<file path="src/rtl/uart_rx_ctrl_pkg.sv">
// Shared definitions for the UART receive controller: controller state
// encoding and prescale limits.
package uart_rx_ctrl_pkg;

  typedef enum logic [1:0] {
    ST_OFF = 2'd0,
    ST_ARM = 2'd1,
    ST_RUN = 2'd2
  } rx_state_e;

  localparam int PRESC_DEFAULT = 16;
  localparam int PRESC_MIN     = 4;

endpackage

</file>
<file path="src/rtl/uart_rx_ctrl_if.sv">
// Byte stream from the receive FIFO to the host: valid/ready handshake.
interface uart_rx_ctrl_if #(
  parameter int DATA_W = 8
);
  logic [DATA_W-1:0] data;
  logic              valid;
  logic              ready;

  modport master (output data, output valid, input ready);
  modport slave  (input data, input valid, output ready);
endinterface

</file>
<file path="src/rtl/uart_rx_ctrl_sync_fifo.sv">
// Synchronous FIFO with a registered head word. Pointers carry one extra
// wrap bit so full/empty fall out of a plain compare. A push into a full
// FIFO is accepted only when a pop frees a slot in the same cycle.
module uart_rx_ctrl_sync_fifo #(
  parameter int DATA_W = 8,
  parameter int DEPTH  = 8
) (
  input  logic              clk_i,
  input  logic              rst_i,
  input  logic              push_i,
  input  logic [DATA_W-1:0] din_i,
  input  logic              pop_i,
  output logic [DATA_W-1:0] dout_o,
  output logic              empty_o,
  output logic              full_o,
  output logic              push_ok_o,
  output logic              pop_ok_o,
  output logic              ovf_o
);
  localparam int AW = $clog2(DEPTH);

  logic [AW:0]       wr_q, wr_d, rd_q, rd_d;
  logic [DATA_W-1:0] mem_q [DEPTH];
  logic [DATA_W-1:0] head_q, head_d;
  logic              empty, full, push_ok, pop_ok;

  assign empty   = (wr_q == rd_q);
  assign full    = (wr_q[AW] != rd_q[AW]) && (wr_q[AW-1:0] == rd_q[AW-1:0]);
  assign pop_ok  = pop_i && !empty;
  assign push_ok = push_i && (!full || pop_ok);

  // pointer advance and next head word (bypass when the new byte becomes head)
  always_comb begin
    wr_d   = wr_q + {{AW{1'b0}}, push_ok};
    rd_d   = rd_q + {{AW{1'b0}}, pop_ok};
    head_d = mem_q[rd_d[AW-1:0]];
    if (push_ok && (wr_q[AW-1:0] == rd_d[AW-1:0])) head_d = din_i;
  end

  // storage write; contents need no reset because the head is tracked separately
  always_ff @(posedge clk_i) begin
    if (push_ok) mem_q[wr_q[AW-1:0]] <= din_i;
  end

  // pointers and head register
  always_ff @(posedge clk_i) begin
    if (rst_i) begin
      wr_q   <= '0;
      rd_q   <= '0;
      head_q <= '0;
    end else begin
      wr_q   <= wr_d;
      rd_q   <= rd_d;
      head_q <= head_d;
    end
  end

  assign dout_o    = head_q;
  assign empty_o   = empty;
  assign full_o    = full;
  assign push_ok_o = push_ok;
  assign pop_ok_o  = pop_ok;
  assign ovf_o     = push_i && full && !pop_ok;
endmodule

</file>
<file path="src/rtl/uart_rx_ctrl.sv">
// UART receive controller: OFF/ARM/RUN sequencing around the receiver
// datapath, byte FIFO onto a valid/ready stream, sticky error flags, idle
// timeout and a registered interrupt.
// Optional build macro UART_RX_ERRCNT_EN adds saturating 8-bit parity and
// stop error counters (err_cnt_par_o, err_cnt_stp_o).
module uart_rx_ctrl
  import uart_rx_ctrl_pkg::*;
#(
  parameter int DATA_W     = 8,
  parameter int PRESC_W    = 5,
  parameter int FIFO_DEPTH = 8,
  parameter int ARM_BITS   = 10,
  parameter int TMO_BITS   = 32
) (
  input  logic               clk_i,
  input  logic               rst_i,
  input  logic               cfg_en_i,
  input  logic [PRESC_W-1:0] cfg_prescale_i,
  input  logic               cfg_par_en_i,
  input  logic               cfg_par_typ_i,
  input  logic               rx_pin_i,
  output logic               rx_line_o,
  output logic [PRESC_W-1:0] rx_prescale_o,
  output logic               rx_par_en_o,
  output logic               rx_par_typ_o,
  input  logic [DATA_W-1:0]  rx_pdata_i,
  input  logic               rx_dvalid_i,
  input  logic               rx_par_err_i,
  input  logic               rx_stp_err_i,
  uart_rx_ctrl_if.master     m_if,
  input  logic               sts_clr_i,
  output logic               sts_ovr_o,
  output logic               sts_par_o,
  output logic               sts_stp_o,
  output logic               rx_tmo_o,
  output logic               irq_o
`ifdef UART_RX_ERRCNT_EN
  ,
  output logic [7:0]         err_cnt_par_o,
  output logic [7:0]         err_cnt_stp_o
`endif
);
  localparam int IDLE_W = $clog2(ARM_BITS + 1);
  localparam int TMO_W  = $clog2(TMO_BITS + 1);
  localparam logic [IDLE_W-1:0]  ARM_LIM  = IDLE_W'(ARM_BITS);
  localparam logic [TMO_W-1:0]   TMO_LIM  = TMO_W'(TMO_BITS);
  localparam logic [PRESC_W-1:0] P_MIN    = PRESC_W'(PRESC_MIN);
  localparam logic [PRESC_W-1:0] P_DEF    = PRESC_W'(PRESC_DEFAULT);
  localparam logic [PRESC_W-1:0] P_ONE    = PRESC_W'(1);

  rx_state_e          state_q, state_d;
  logic [PRESC_W-1:0] presc_q, presc_d;
  logic               par_en_q, par_en_d, par_typ_q, par_typ_d;
  logic [PRESC_W-1:0] bit_tmr_q, bit_tmr_d;
  logic [IDLE_W-1:0]  idle_cnt_q, idle_cnt_d;
  logic [TMO_W-1:0]   tmo_cnt_q, tmo_cnt_d;
  logic               rx_line_q;
  logic               sts_ovr_q, sts_par_q, sts_stp_q;
  logic               irq_q;
  logic               bit_wrap, run;
  logic               push, push_ok, pop_ok, ovf, empty, full;
  logic [DATA_W-1:0]  head;
  logic               par_set, stp_set, rx_tmo;

  assign run      = (state_q == ST_RUN);
  assign bit_wrap = (bit_tmr_q == presc_q - P_ONE);

  // next state: OFF arms on enable, ARM runs once the line has idled long enough
  always_comb begin
    state_d = state_q;
    unique case (state_q)
      ST_OFF:  if (cfg_en_i) state_d = ST_ARM;
      ST_ARM:  if (idle_cnt_d == ARM_LIM) state_d = ST_RUN;
      ST_RUN:  state_d = ST_RUN;
      default: state_d = ST_OFF;
    endcase
    if (!cfg_en_i) state_d = ST_OFF;
  end

  // state register
  always_ff @(posedge clk_i) begin
    if (rst_i) state_q <= ST_OFF;
    else       state_q <= state_d;
  end

  // bit-time timer and idle-line counter; a low line restarts both while arming
  always_comb begin
    bit_tmr_d  = bit_wrap ? '0 : bit_tmr_q + P_ONE;
    idle_cnt_d = idle_cnt_q;
    if (state_q == ST_OFF) begin
      bit_tmr_d  = '0;
      idle_cnt_d = '0;
    end else if (state_q == ST_ARM) begin
      if (!rx_pin_i) begin
        bit_tmr_d  = '0;
        idle_cnt_d = '0;
      end else if (bit_wrap && idle_cnt_q != ARM_LIM) begin
        idle_cnt_d = idle_cnt_q + IDLE_W'(1);
      end
    end
  end

  // receiver config tracks the inputs only while OFF; prescale clamped to its minimum
  always_comb begin
    presc_d   = presc_q;
    par_en_d  = par_en_q;
    par_typ_d = par_typ_q;
    if (state_q == ST_OFF) begin
      presc_d   = (cfg_prescale_i < P_MIN) ? P_MIN : cfg_prescale_i;
      par_en_d  = cfg_par_en_i;
      par_typ_d = cfg_par_typ_i;
    end
  end

  // idle timeout: whole bit-times in RUN with data waiting and no FIFO traffic
  always_comb begin
    tmo_cnt_d = tmo_cnt_q;
    if (push_ok || pop_ok || empty)                  tmo_cnt_d = '0;
    else if (run && bit_wrap && tmo_cnt_q != TMO_LIM) tmo_cnt_d = tmo_cnt_q + TMO_W'(1);
  end

  // timers, config and the gated line
  always_ff @(posedge clk_i) begin
    if (rst_i) begin
      bit_tmr_q  <= '0;
      idle_cnt_q <= '0;
      tmo_cnt_q  <= '0;
      presc_q    <= P_DEF;
      par_en_q   <= 1'b0;
      par_typ_q  <= 1'b0;
      rx_line_q  <= 1'b1;
    end else begin
      bit_tmr_q  <= bit_tmr_d;
      idle_cnt_q <= idle_cnt_d;
      tmo_cnt_q  <= tmo_cnt_d;
      presc_q    <= presc_d;
      par_en_q   <= par_en_d;
      par_typ_q  <= par_typ_d;
      rx_line_q  <= (run && cfg_en_i) ? rx_pin_i : 1'b1;
    end
  end

  assign push = rx_dvalid_i && run;

  uart_rx_ctrl_sync_fifo #(
    .DATA_W (DATA_W),
    .DEPTH  (FIFO_DEPTH)
  ) u_fifo (
    .clk_i     (clk_i),
    .rst_i     (rst_i),
    .push_i    (push),
    .din_i     (rx_pdata_i),
    .pop_i     (m_if.ready),
    .dout_o    (head),
    .empty_o   (empty),
    .full_o    (full),
    .push_ok_o (push_ok),
    .pop_ok_o  (pop_ok),
    .ovf_o     (ovf)
  );

  assign par_set = run && rx_par_err_i;
  assign stp_set = run && rx_stp_err_i;
  assign rx_tmo  = (tmo_cnt_q == TMO_LIM);

  // sticky flags (a set in the same cycle as clear wins) and registered interrupt
  always_ff @(posedge clk_i) begin
    if (rst_i) begin
      sts_ovr_q <= 1'b0;
      sts_par_q <= 1'b0;
      sts_stp_q <= 1'b0;
      irq_q     <= 1'b0;
    end else begin
      sts_ovr_q <= ovf     || (sts_ovr_q && !sts_clr_i);
      sts_par_q <= par_set || (sts_par_q && !sts_clr_i);
      sts_stp_q <= stp_set || (sts_stp_q && !sts_clr_i);
      irq_q     <= !empty || sts_ovr_q || sts_par_q || sts_stp_q || rx_tmo;
    end
  end

`ifdef UART_RX_ERRCNT_EN
  logic [7:0] err_par_q, err_par_d, err_stp_q, err_stp_d;

  // saturating error pulse counters; a pulse during clear counts as the first
  always_comb begin
    err_par_d = sts_clr_i ? 8'd0 : err_par_q;
    err_stp_d = sts_clr_i ? 8'd0 : err_stp_q;
    if (par_set && err_par_d != 8'hFF) err_par_d = err_par_d + 8'd1;
    if (stp_set && err_stp_d != 8'hFF) err_stp_d = err_stp_d + 8'd1;
  end

  // counter registers
  always_ff @(posedge clk_i) begin
    if (rst_i) begin
      err_par_q <= 8'd0;
      err_stp_q <= 8'd0;
    end else begin
      err_par_q <= err_par_d;
      err_stp_q <= err_stp_d;
    end
  end

  assign err_cnt_par_o = err_par_q;
  assign err_cnt_stp_o = err_stp_q;
`endif

  assign m_if.data     = head;
  assign m_if.valid    = !empty;
  assign rx_line_o     = rx_line_q;
  assign rx_prescale_o = presc_q;
  assign rx_par_en_o   = par_en_q;
  assign rx_par_typ_o  = par_typ_q;
  assign sts_ovr_o     = sts_ovr_q;
  assign sts_par_o     = sts_par_q;
  assign sts_stp_o     = sts_stp_q;
  assign rx_tmo_o      = rx_tmo;
  assign irq_o         = irq_q;
endmodule

</file>
<file path="src/flat_wrapper.sv">
// flat-port wrapper written by rule: the top's interface ports become plain ports
module uart_rx_ctrl_flat import uart_rx_ctrl_pkg::*;
#(
  parameter int DATA_W     = 8,
  parameter int PRESC_W    = 5,
  parameter int FIFO_DEPTH = 8,
  parameter int ARM_BITS   = 10,
  parameter int TMO_BITS   = 32
)
  (clk_i, rst_i, cfg_en_i, cfg_prescale_i, cfg_par_en_i, cfg_par_typ_i, rx_pin_i, rx_line_o, rx_prescale_o, rx_par_en_o, rx_par_typ_o, rx_pdata_i, rx_dvalid_i, rx_par_err_i, rx_stp_err_i, sts_clr_i, sts_ovr_o, sts_par_o, sts_stp_o, rx_tmo_o, irq_o, m_if_data, m_if_valid, m_if_ready);
  uart_rx_ctrl_if #(.DATA_W(DATA_W)) m_if_i ();
  input  logic clk_i;
  input  logic rst_i;
  input  logic cfg_en_i;
  input  logic [PRESC_W-1:0] cfg_prescale_i;
  input  logic cfg_par_en_i;
  input  logic cfg_par_typ_i;
  input  logic rx_pin_i;
  output logic rx_line_o;
  output logic [PRESC_W-1:0] rx_prescale_o;
  output logic rx_par_en_o;
  output logic rx_par_typ_o;
  input  logic [DATA_W-1:0] rx_pdata_i;
  input  logic rx_dvalid_i;
  input  logic rx_par_err_i;
  input  logic rx_stp_err_i;
  input  logic sts_clr_i;
  output logic sts_ovr_o;
  output logic sts_par_o;
  output logic sts_stp_o;
  output logic rx_tmo_o;
  output logic irq_o;
  output wire logic [$bits(m_if_i.data)-1:0] m_if_data;
  output wire logic [$bits(m_if_i.valid)-1:0] m_if_valid;
  input wire logic [$bits(m_if_i.ready)-1:0] m_if_ready;
  assign m_if_data = m_if_i.data;
  assign m_if_valid = m_if_i.valid;
  assign m_if_i.ready = m_if_ready;
  uart_rx_ctrl #(.DATA_W(DATA_W), .PRESC_W(PRESC_W), .FIFO_DEPTH(FIFO_DEPTH), .ARM_BITS(ARM_BITS), .TMO_BITS(TMO_BITS)) u_core (.clk_i(clk_i), .rst_i(rst_i), .cfg_en_i(cfg_en_i), .cfg_prescale_i(cfg_prescale_i), .cfg_par_en_i(cfg_par_en_i), .cfg_par_typ_i(cfg_par_typ_i), .rx_pin_i(rx_pin_i), .rx_line_o(rx_line_o), .rx_prescale_o(rx_prescale_o), .rx_par_en_o(rx_par_en_o), .rx_par_typ_o(rx_par_typ_o), .rx_pdata_i(rx_pdata_i), .rx_dvalid_i(rx_dvalid_i), .rx_par_err_i(rx_par_err_i), .rx_stp_err_i(rx_stp_err_i), .m_if(m_if_i), .sts_clr_i(sts_clr_i), .sts_ovr_o(sts_ovr_o), .sts_par_o(sts_par_o), .sts_stp_o(sts_stp_o), .rx_tmo_o(rx_tmo_o), .irq_o(irq_o));
endmodule
</file>
<file path="config.mk">
export PLATFORM = sky130hd
export DESIGN_NAME = uart_rx_ctrl_flat
export DESIGN_NICKNAME = d
export VERILOG_FILES = /design/src/rtl/uart_rx_ctrl_pkg.sv /design/src/rtl/uart_rx_ctrl_if.sv /design/src/rtl/uart_rx_ctrl_sync_fifo.sv /design/src/rtl/uart_rx_ctrl.sv /design/src/flat_wrapper.sv
export SDC_FILE = /design/constraint.sdc
export NUM_CORES = 1
export LEC_CHECK = 0
export BUFFER_PORTS_ARGS = -buffer_cell sky130_fd_sc_hd__buf_2
export CORE_ASPECT_RATIO = 1.25
export CORE_UTILIZATION = 35
export DETAILED_ROUTE_END_ITERATION = 8
export PLACE_DENSITY = 0.62
export SYNTH_ARGS = -nofsm -noshare
export SYNTH_HDL_FRONTEND = slang
export SYNTH_SLANG_ARGS = --single-unit
</file>
<file path="constraint.sdc">
create_clock -name clk_i -period 3.3 [get_ports clk_i]
set_input_delay 0.165 -clock clk_i [delete_from_list [all_inputs] [get_ports clk_i]]
set_output_delay 0.165 -clock clk_i [all_outputs]
set_load 0.05 [all_outputs]
</file>
---- Word level (Yosys, flattened, before mapping) ----
Memories as Yosys holds them, arrays and structs flattened. A register that Yosys moved wholly into a read port is not among the register bits.
Index checks and enable logic that the tools add are counted.
storage, ports and cells
  register bits ........................... 37
  bits in writable memories ............... 64
  output and inout port bits .............. 22
  word-level logic and storage cells ...... 81
  memories kept ........................... 1
memory list
  memory               depth  width  rd ports  clocked after Yosys merged registers in  write ports  line                          text
  u_core.u_fifo.mem_q  8      8      1         1                                        1            uart_rx_ctrl_sync_fifo.sv:23  logic [DATA_W-1:0] mem_q [DEPTH];
cells by class
  add/sub/neg operators ................... 6
  $lt $le $gt $ge ......................... 1
  equal/unequal tests ..................... 11
  multiplexer cells ....................... 12
  bitwise operators ....................... 2
  reduce and logical (&&, ||, !) cells .... 34
operator list
  cell                   count
  $mux W5                4
  $mux W4                4
  $logic_and A1 B1 Y1    15
  $logic_or A1 B1 Y1     10
  $add A4 B1 Y4          2
  $reduce_or A2 Y1       4
  $add A6 B1 Y6 const B  1
  $eq A6 B6 Y1 const B   1
  $ne A6 B6 Y1 const B   1
  $pmux W2 S3            1
  $add A5 B1 Y5 const B  1
  $eq A5 B5 Y1           1
  $lt A5 B3 Y1 const B   1
  $sub A5 B1 Y5 const B  1
  $add A4 B1 Y4 const B  1
  $eq A4 B4 Y1           1
  $eq A4 B4 Y1 const B   1
  $logic_not A1 Y1       4
  $ne A4 B4 Y1 const B   1
  $eq A3 B3 Y1           1
  $eq A2 B1 Y1 const B   1
  $eq A2 B2 Y1 const B   1
  $logic_not A2 Y1       1
  $mux W1                2
  other kinds (4)        5

---- Depth between registers and ports, before layout ----
Gate-level depths: netlist (run 1).
  word-level depth ........................ 10
  depth in mapped cells ................... 13
  gate-level depth less buffers ........... 11

---- Hierarchy ----
A second synthesis (run 1) with hierarchy kept.
unflattened totals
  cells, all modules ...................... 341
  area total of the unflattened synthesis .. 4723.3 um^2
by module, submodules not included
  module                  times used  cells each  area each (um^2)
  uart_rx_ctrl_sync_fifo  1           178         3250.6
  uart_rx_ctrl            1           163         1472.7

---- Worst setup path before layout (run 1) ----
No wires, ideal clock.
  path kind ............................... reg2reg
  start point ............................. register u_core.u_fifo.wr_q[1]
  end point ............................... register u_core.u_fifo.head_q[3], in the netlist u_core.u_fifo.dout_o[3] (read register of u_core.u_fifo.mem_q)
  setup time .............................. 0.128 ns
  arrival ................................. 2.816 ns
  required time ........................... 3.172 ns
  path slack .............................. 0.357 ns
  cell stages (with the launch flop) ...... 14
  buffers on the path ..................... 3
  period minus slack after synthesis ...... 2.943 ns
  path through ............................ dfxtp_1 buf_2 xnor2_1 nand3_1 nor2b_1 nor2b_1 ha_1 ha_1 clkbuf_1 clkbuf_1 mux4_2 mux2_2 mux2i_1 nor2_1
on the way
  cells in the longest elaborated chain, start to end .. 4
ends and longest elaborated chain
  element                    line                          text
  start: declaration         uart_rx_ctrl_sync_fifo.sv:22  logic [AW:0] wr_q, wr_d, rd_q, rd_d;
  start signal: assignment   uart_rx_ctrl_sync_fifo.sv:52  wr_q <= wr_d;
  $eq A4 B4 Y1               uart_rx_ctrl_sync_fifo.sv:27  assign empty = (wr_q == rd_q);
  $logic_not A1 Y1           uart_rx_ctrl_sync_fifo.sv:29  assign pop_ok = pop_i && !empty;
  $logic_and A1 B1 Y1        uart_rx_ctrl_sync_fifo.sv:29
  $add A4 B1 Y4              uart_rx_ctrl_sync_fifo.sv:35  rd_d = rd_q + {{AW{1'b0}}, pop_ok};
  via u_core.u_fifo.rd_d[1]  uart_rx_ctrl_sync_fifo.sv:22
  end: declaration           uart_rx_ctrl_sync_fifo.sv:24  logic [DATA_W-1:0] head_q, head_d;
The timed path passes the listed nets, and every way through them passes these cells.
A chain may end at the register's enable or synchronous reset.

---- Worst setup path after layout (run 1) ----
  start point ............................. register u_core.u_fifo.wr_q[2]
  end point ............................... register u_core.u_fifo.head_q[5], in the netlist u_core.u_fifo.dout_o[5] (read register of u_core.u_fifo.mem_q)
Same word-level chain as after synthesis.

==> flow_summary.ini, run 1 <==
[synth]
synth_cell_type_count = 47
netlist_instances = 339
synth.cell_area_sq_um = 4610
synth-seq-cells = 109
syn-num-nets = 376
yosys_warnings = 0
ys_seq_area_share_pct = 61.3
syn_area_per_cell_sq_um = 13.6

[clock_tree]
hold_buffers = 0
clk_pin_slew_ps = 80
clock_sinks = 109
cts_tree = yes
ctsResizeCount = 0
cts_max_level = 3
numCtsBuffers = 9
postCtsSetupBuffers = 0
clk_latency_ps = 350
clk_path_buf_depth = 2
root_buffer = clkbuf_16

[route]
first_pass_iters = 4
wl_per_cell_microns = 15.8
remaining_drc_errors = 0
drtAntennaViolNets = 0
viasPerCell = 4.89
drtIter0Drc = 143
routed_wirelength_microns = 9040
vias = 2794

[worst_setup_path]
criticalPathCategory = reg2reg
timing.rr.end = u_core.u_fifo.dout_o[5]
rrSetupSlack_ps = 280
slowest_stage = dfxtp_1
endpoint_kind = register
cpPeakStageDelay_ps = 570
r2r-start = u_core.u_fifo.wr_q[2]
path_cells = xnor2_1 -> nand3_1 -> nor2b_1 -> nor2b_1 -> ha_1 -> ha_1 -> buf_4 -> mux4_2 -> mux2_2 -> mux2i_1 -> nor2_1
critPathLaunch = u_core.u_fifo.wr_q[2]
worst_setup_path_start_kind = register
endpoint = u_core.u_fifo.dout_o[5]
path_buf_inv = 1
critPathTopFamily = adder cells
cp.depth = 11
r2r_cells = 11
required_ps = 3510
critPathMaxFanout = 11
worstPathArrival_ps = 3230

[power_and_ir_drop]
power_frac_comb_pct = 8.0
pwr-share-seq_pct = 50.6
clockPowerShare_pct = 41.4
powerDensity_nw_per_um2 = 532
ir_worst_vdd_v = 0.000258
p_int_mw = 2.23
fin_total_pwr_mw = 2.90
swShare_pct = 23.2
p_leak_nw = 1.95
p_switching_mw = 0.674

[timing]
fin_crit_sh_pct = 91.5
skew_ps = 9.12
fmax_mhz = 331
period_needed_ps = 3020
rsz0062_at_grt = no
slew_headroom_pct = 56.5
finalHoldViolations = 0
worstMarginPinSlew_ps = 653
tns_ps = 0
setup_viol = 0
slew_viol_final = 0

[place]
hpwl_microns = 6100
gp_congestion = 0.741
placed_cell_area_sq_um = 5110
port_buffers = 45

[cells_and_area]
stdcell_area_sq_um = 5450
n_antenna_cell = 0
syn_to_final_growth_pct = 18.4
final_nets = 435
drive_gt1_share_pct = 26.6

[run_status]
status = completed

[grt]
antenna_found_initial = 0
grt_pass1_wl_microns = 14600
grt_usage_pct = 14.3
grt_max_degree = 31
grt_pass1_vias = 2884
grt.overflow.total = 0

[die]
start_util_pct = 36.1
ios = 46
coreArea_sq_um = 12800
die_w_microns = 105
rows = 46
die-area_sq_um = 13600
die_h_microns = 130

[hold_path]
hold_path.class = in2reg
whs_path_depth = 3
hold_start = rx_pin_i

[flow_run]
drv_cap = 0
## cell usage in the layout (no fill, tap or decap), drive strengths merged, types with 3 or more instances in the layout
master	count
nor3b	4
xnor2	15
nor3	4
dfxtp	45
nor2	44
nand3	8
inv	17
edfxtp	64
a211oi	3
or4	3
clkbuf	9
o21ai	4
buf	61
nor2b	10
mux2i	12
mux2	8
xor2	13
mux4	16
ha	13
nand2	15
## synth_stat cells (all sizes together)
master	n	share of area, %
a211o	2	0.41
a211oi	3	0.60
a21boi	1	0.16
a21o	2	0.33
a21oi	2	0.22
a22oi	2	0.33
a2bb2oi	2	0.38
a31oi	1	0.14
and3	1	0.14
and4	1	0.19
buf	6	0.76
clkbuf	7	0.57
dfxtp	45	20
edfxtp	64	42
ha	13	3.5
inv	13	1.1
mux2	8	2.0
mux2i	12	2.6
mux4	16	7.8
nand2	15	1.2
nand2b	2	0.27
nand3	8	0.87
nand3b	2	0.33
nand4	2	0.27
nand4bb	1	0.24
nor2	44	3.6
nor2b	10	1.4
nor3	4	0.43
nor3b	4	0.65
nor4b	1	0.19
o2111ai	1	0.19
o211a	1	0.22
o211ai	1	0.16
o21ai	4	0.52
o311ai	1	0.35
o31a	1	0.19
or2	2	0.27
or2b	1	0.16
or3	2	0.27
or4	3	0.49
xnor2	15	2.9
xor2	13	2.5
## sequential cells by signal, summed over array words and instances, names as in the netlist
name                  count
u_core.bit_tmr_q          5
u_core.idle_cnt_q         4
u_core.irq_o              1
u_core.rx_line_o          1
u_core.rx_par_en_o        1
u_core.rx_par_typ_o       1
u_core.rx_prescale_o      5
u_core.state_q            2
u_core.sts_ovr_o          1
u_core.sts_par_o          1
u_core.sts_stp_o          1
u_core.tmo_cnt_q          6
u_core.u_fifo.dout_o      8
u_core.u_fifo.mem_q      64
u_core.u_fifo.rd_q        4
u_core.u_fifo.wr_q        4
## worst min-delay path by stage
stage               slack (ps)                        end
CTS                         30           u_core.rx_line_o
global route                40           u_core.rx_line_o
finish                      30           u_core.rx_line_o
detailed placement         390           u_core.rx_line_o
floorplan                  260  u_core.u_fifo.mem_q[0][0]
global placement           400    u_core.rx_prescale_o[0]
## cell type report
class / instances / area [sq um]
Clock inverter: 7 / 114
Fill cell: 1222 / 7320
Sequential cell: 109 / 2820
Inverter: 13 / 48.8
Clock buffer: 9 / 225
Timing Repair Buffer: 61 / 358
Multi-Input combinational cell: 204 / 1680
Tap cell: 168 / 210
## metal layers
layer  share of wire (%)  wire [microns]  up-vias  track usage [%]
met3                 3.1             277       12             2.65
met4                 1.9             176        0             6.38
met5                   0               0        -                0
met1                  46            4130     1385             17.1
li1                    -               -     1344                -
met2                  49            4460       53             25.3
## power by group through the flow
stage	Sequential, mW	Combinational (mW)	Clock (mW)
finish	1.47	0.233	1.20
global route	1.47	0.253	1.29
CTS	1.47	0.237	1.23
detailed placement	1.50	0.236	0
global placement	1.50	0.230	0
floorplan	1.55	0.115	0
## per-stage QoR
stage	hold WS [ps]	instances	setup WS [ps]	utilization (%)
2_1_floorplan	264	339	357	-
3_3_place_gp	402	555	419	40.0
3_5_place_dp	391	555	309	40.0
4_1_cts	27.3	571	263	42.7
5_1_grt	43.2	571	51.7	42.7
6_report	33.5	571	280	42.7
## cells by family after synthesis
| family | count (synthesis) | share of synthesized area (%) |
|---|---|---|
| fa+ha+maj | 13 | 3.53 |
| simple gates | 103 | 10.9 |
| xor+xnor | 28 | 5.32 |
| compound gates | 24 | 4.18 |
| mux | 36 | 12.4 |
| flops | 109 | 61.3 |
| buf+inv | 26 | 2.39 |
## tightest hold or removal path, delay by kind of cell
kind | cells | cell delay [ps]
and+or+nand+nor | 1 | 70
buffers and inverters | 2 | 120
Note: power is estimated with default switching activity, not from simulation.
==> inputs of run 2 (changes only) <==
--- a/config.mk
+++ b/config.mk
@@ -5,6 +5,7 @@
 export SDC_FILE = /design/constraint.sdc
 export NUM_CORES = 1
 export LEC_CHECK = 0
+export ABC_AREA = 1
 export BUFFER_PORTS_ARGS = -buffer_cell sky130_fd_sc_hd__buf_2
 export CORE_ASPECT_RATIO = 1.25
 export CORE_UTILIZATION = 35
==> flow_summary.ini, run 2 <==
[worst_setup_path]
r2r-start = u_core.u_fifo.wr_q[1]
worst_setup_path_start_kind = register
critPathMaxFanout = 16
path_cells = xnor2_1 -> nand2_1 -> nor2_1 -> nand2_1 -> and2_1 -> ha_1 -> ha_1 -> inv_2 -> nand2_1 -> nand4_1 -> a21oi_1 -> o211ai_2 -> o21ai_0 -> a31oi_1
cp.depth = 14
timing.rr.end = u_core.u_fifo.dout_o[2]
slowest_stage = ha_1
r2r_cells = 14
worstPathArrival_ps = 3230
path_buf_inv = 1
required_ps = 3490
critPathTopFamily = compound AO/OA/AOI/OAI gates
rrSetupSlack_ps = 260
criticalPathCategory = reg2reg
endpoint_kind = register
crit_top_cell = nand2_1
cpPeakStageDelay_ps = 470

[cells_and_area]
layout.cells.most_common_list = nand2_1, nor2_1, edfxtp_1, o21ai_0, buf_2
fillerInstances = 1244
drive_gt1_share_pct = 17.3
syn_to_final_growth_pct = 16.1
n_antenna_cell = 0
final_nets = 565
final_common_cell = nand2_1
largest_reg_flops = 64

[die]
ios = 46
die_w_microns = 106
die_h_microns = 132
start_util_pct = 36.4
coreArea_sq_um = 12900
die-area_sq_um = 13900
rows = 46

[clock_tree]
clk_path_buf_depth = 2
cts_max_level = 3
cts_tree = yes
clk_latency_ps = 350
clock_sinks = 109
numCtsBuffers = 9
root_buffer = clkbuf_16
clk_pin_slew_ps = 70

[power_and_ir_drop]
ir_worst_vdd_v = 0.000311
powerDensity_nw_per_um2 = 544
p_leak_nw = 2.14

[route]
viasPerCell = 4.84
vias = 3393
drtIter0Drc = 179
routed_wirelength_microns = 9920
first_pass_iters = 4
wl_per_cell_microns = 14.2
remaining_drc_errors = 0
drtAntennaViolNets = 0

[place]
port_buffers = 45
gp_congestion = 0.765
hpwl_microns = 7060
pre_cts_ws_ps = 262

[timing]
period_needed_ps = 3040
fin_crit_sh_pct = 92.1
fmax_mhz = 329
skew_ps = 10.8
setup_viol = 0
slew_viol_final = 0
worst_slack_ps = 262
tns_ps = 0
slew_headroom_pct = 34.6
finalHoldViolations = 0
worstMarginPinSlew_ps = 977

[grt]
grt_pass1_wl_microns = 16300
grt_pass1_vias = 3405
grt.overflow.total = 0
grt_max_degree = 34
antenna_found_initial = 0
grt_usage_pct = 15.1

[synth]
synth-seq-cells = 109
syn-num-nets = 516
async_reset_ff_share_pct = 0
synth_edf_count = 64
yosys.cell_count.top_type = nand2_1
ys_seq_area_share_pct = 60.1
synth_area_leader_cell = edfxtp_1
synth_cell_type_count = 34
synth_top_cell_area_share_pct = 40.9
syn_area_per_cell_sq_um = 9.81
synth.cell_area_sq_um = 4700
synthTopCellsByCount = nand2_1, nor2_1, edfxtp_1
synth_area_leaders = edfxtp_1, dfxtp_1, nand2_1, nor2_1, o21ai_0
synth-main-ff-cell = edfxtp_1
netlist_instances = 479
yosys_warnings = 0

[flow_run]
drv_cap = 0

[hold_path]
hold_path.class = in2reg
hold_end = u_core.rx_par_en_o
hold_start = cfg_par_en_i
whs_path_depth = 3

[run_status]
status = completed
==> run 2: changes by cell type in the layout (fill, tap and decap cells not counted), sizes merged, moves of 9 or more <==
cell   previous run  this run
inv              17        51
xnor2            15         6
nand2            15        82
mux4             16         0
nor2b            10         0
mux2i            12         0
xor2             13         4
a21oi             2        17
nand3             8        25
o22ai             0        10
o21ai             4        51
nor2             44        74
==> run 2: layout make-up <==
type / count / area, sq um / share of cell area (%)
multi-input combinational: 308 / 1640 / 30.1
sequential: 109 / 2820 / 51.8
inverter: 47 / 176 / 3.23
tap: 168 / 210 / 3.85
clock inverter: 7 / 95.1 / 1.74
timing repair buffer: 53 / 285 / 5.23
clock buffer: 9 / 225 / 4.13
==> run 2: worst register-to-register path, stage by stage, from the launching register on <==
cell,delay (ps)
dfxtp_1,450
xnor2_1,150
nand2_1,70
nor2_1,250
nand2_1,120
and2_1,160
ha_1,200
ha_1,470
inv_2,60
nand2_1,60
nand4_1,90
a21oi_1,150
o211ai_2,310
o21ai_0,290
a31oi_1,70
==> run 2: how the worst max path moves through the flow <==
stage,start,endpoint
final,u_core.u_fifo.wr_q[1],u_core.u_fifo.dout_o[2]
after global routing,u_core.u_fifo.wr_q[1],u_core.u_fifo.dout_o[4]
after CTS,u_core.u_fifo.wr_q[2],u_core.u_fifo.dout_o[2]
after detailed placement,u_core.u_fifo.wr_q[2],u_core.u_fifo.dout_o[2]
after global placement,u_core.u_fifo.wr_q[1],u_core.u_fifo.dout_o[4]
after floorplan,u_core.u_fifo.wr_q[1],u_core.u_fifo.dout_o[1]
==> run 2: repair_timing <==
| item | CTS | global route |
|---|---|---|
| hold buffers | 0 | 0 |
| setup buffers | 0 | 0 |
| gates resized for setup | 0 | 1 |
| setup endpoints to repair | 0 | 5 |
==> run 2: layer usage <==
| layer | up-vias | track usage (%) | part of all wire [%] |
|---|---|---|---|
| met5 | - | 0 | 0 |
| met3 | 13 | 2.13 | 3.2 |
| li1 | 1735 | - | - |
| met4 | 0 | 6.10 | 2.0 |
| met1 | 1569 | 18.2 | 43 |
| met2 | 76 | 26.8 | 51 |
==> run 2: through the flow <==
stage | cell area (sq um) | hold WS (ps) | util, % | power (mW) | instances
floorplan | 4700 | 264 | - | 1.76 | 479
global placement | 5130 | 355 | 39.8 | 1.86 | 685
detailed placement | 5130 | 362 | 39.8 | 1.86 | 685
CTS | 5460 | 9.67 | 42.3 | 3.00 | 701
global route | 5460 | 35.2 | 42.3 | 3.08 | 701
finish | 5460 | 16.2 | 42.3 | 2.97 | 701
==> run 2: kinds of logic after synthesis <==
family / synth area share, %
buffers and inverters: 5.01
adder cells (fa/ha/maj): 3.46
XOR/XNOR: 1.86
flip-flops: 60.1
AO/OA/AOI/OAI: 11.0
AND/OR/NAND/NOR: 18.6
==> run 2: report_power, final <==
group | total, mW | leakage (nW) | switching [mW] | internal [mW]
clock network | 1.14 | 0.157 | 0.526 | 0.613
logic | 0.349 | 1.04 | 0.253 | 0.0958
registers | 1.48 | 0.943 | 0.0174 | 1.46
total | 2.97 | 2.14 | 0.796 | 2.17
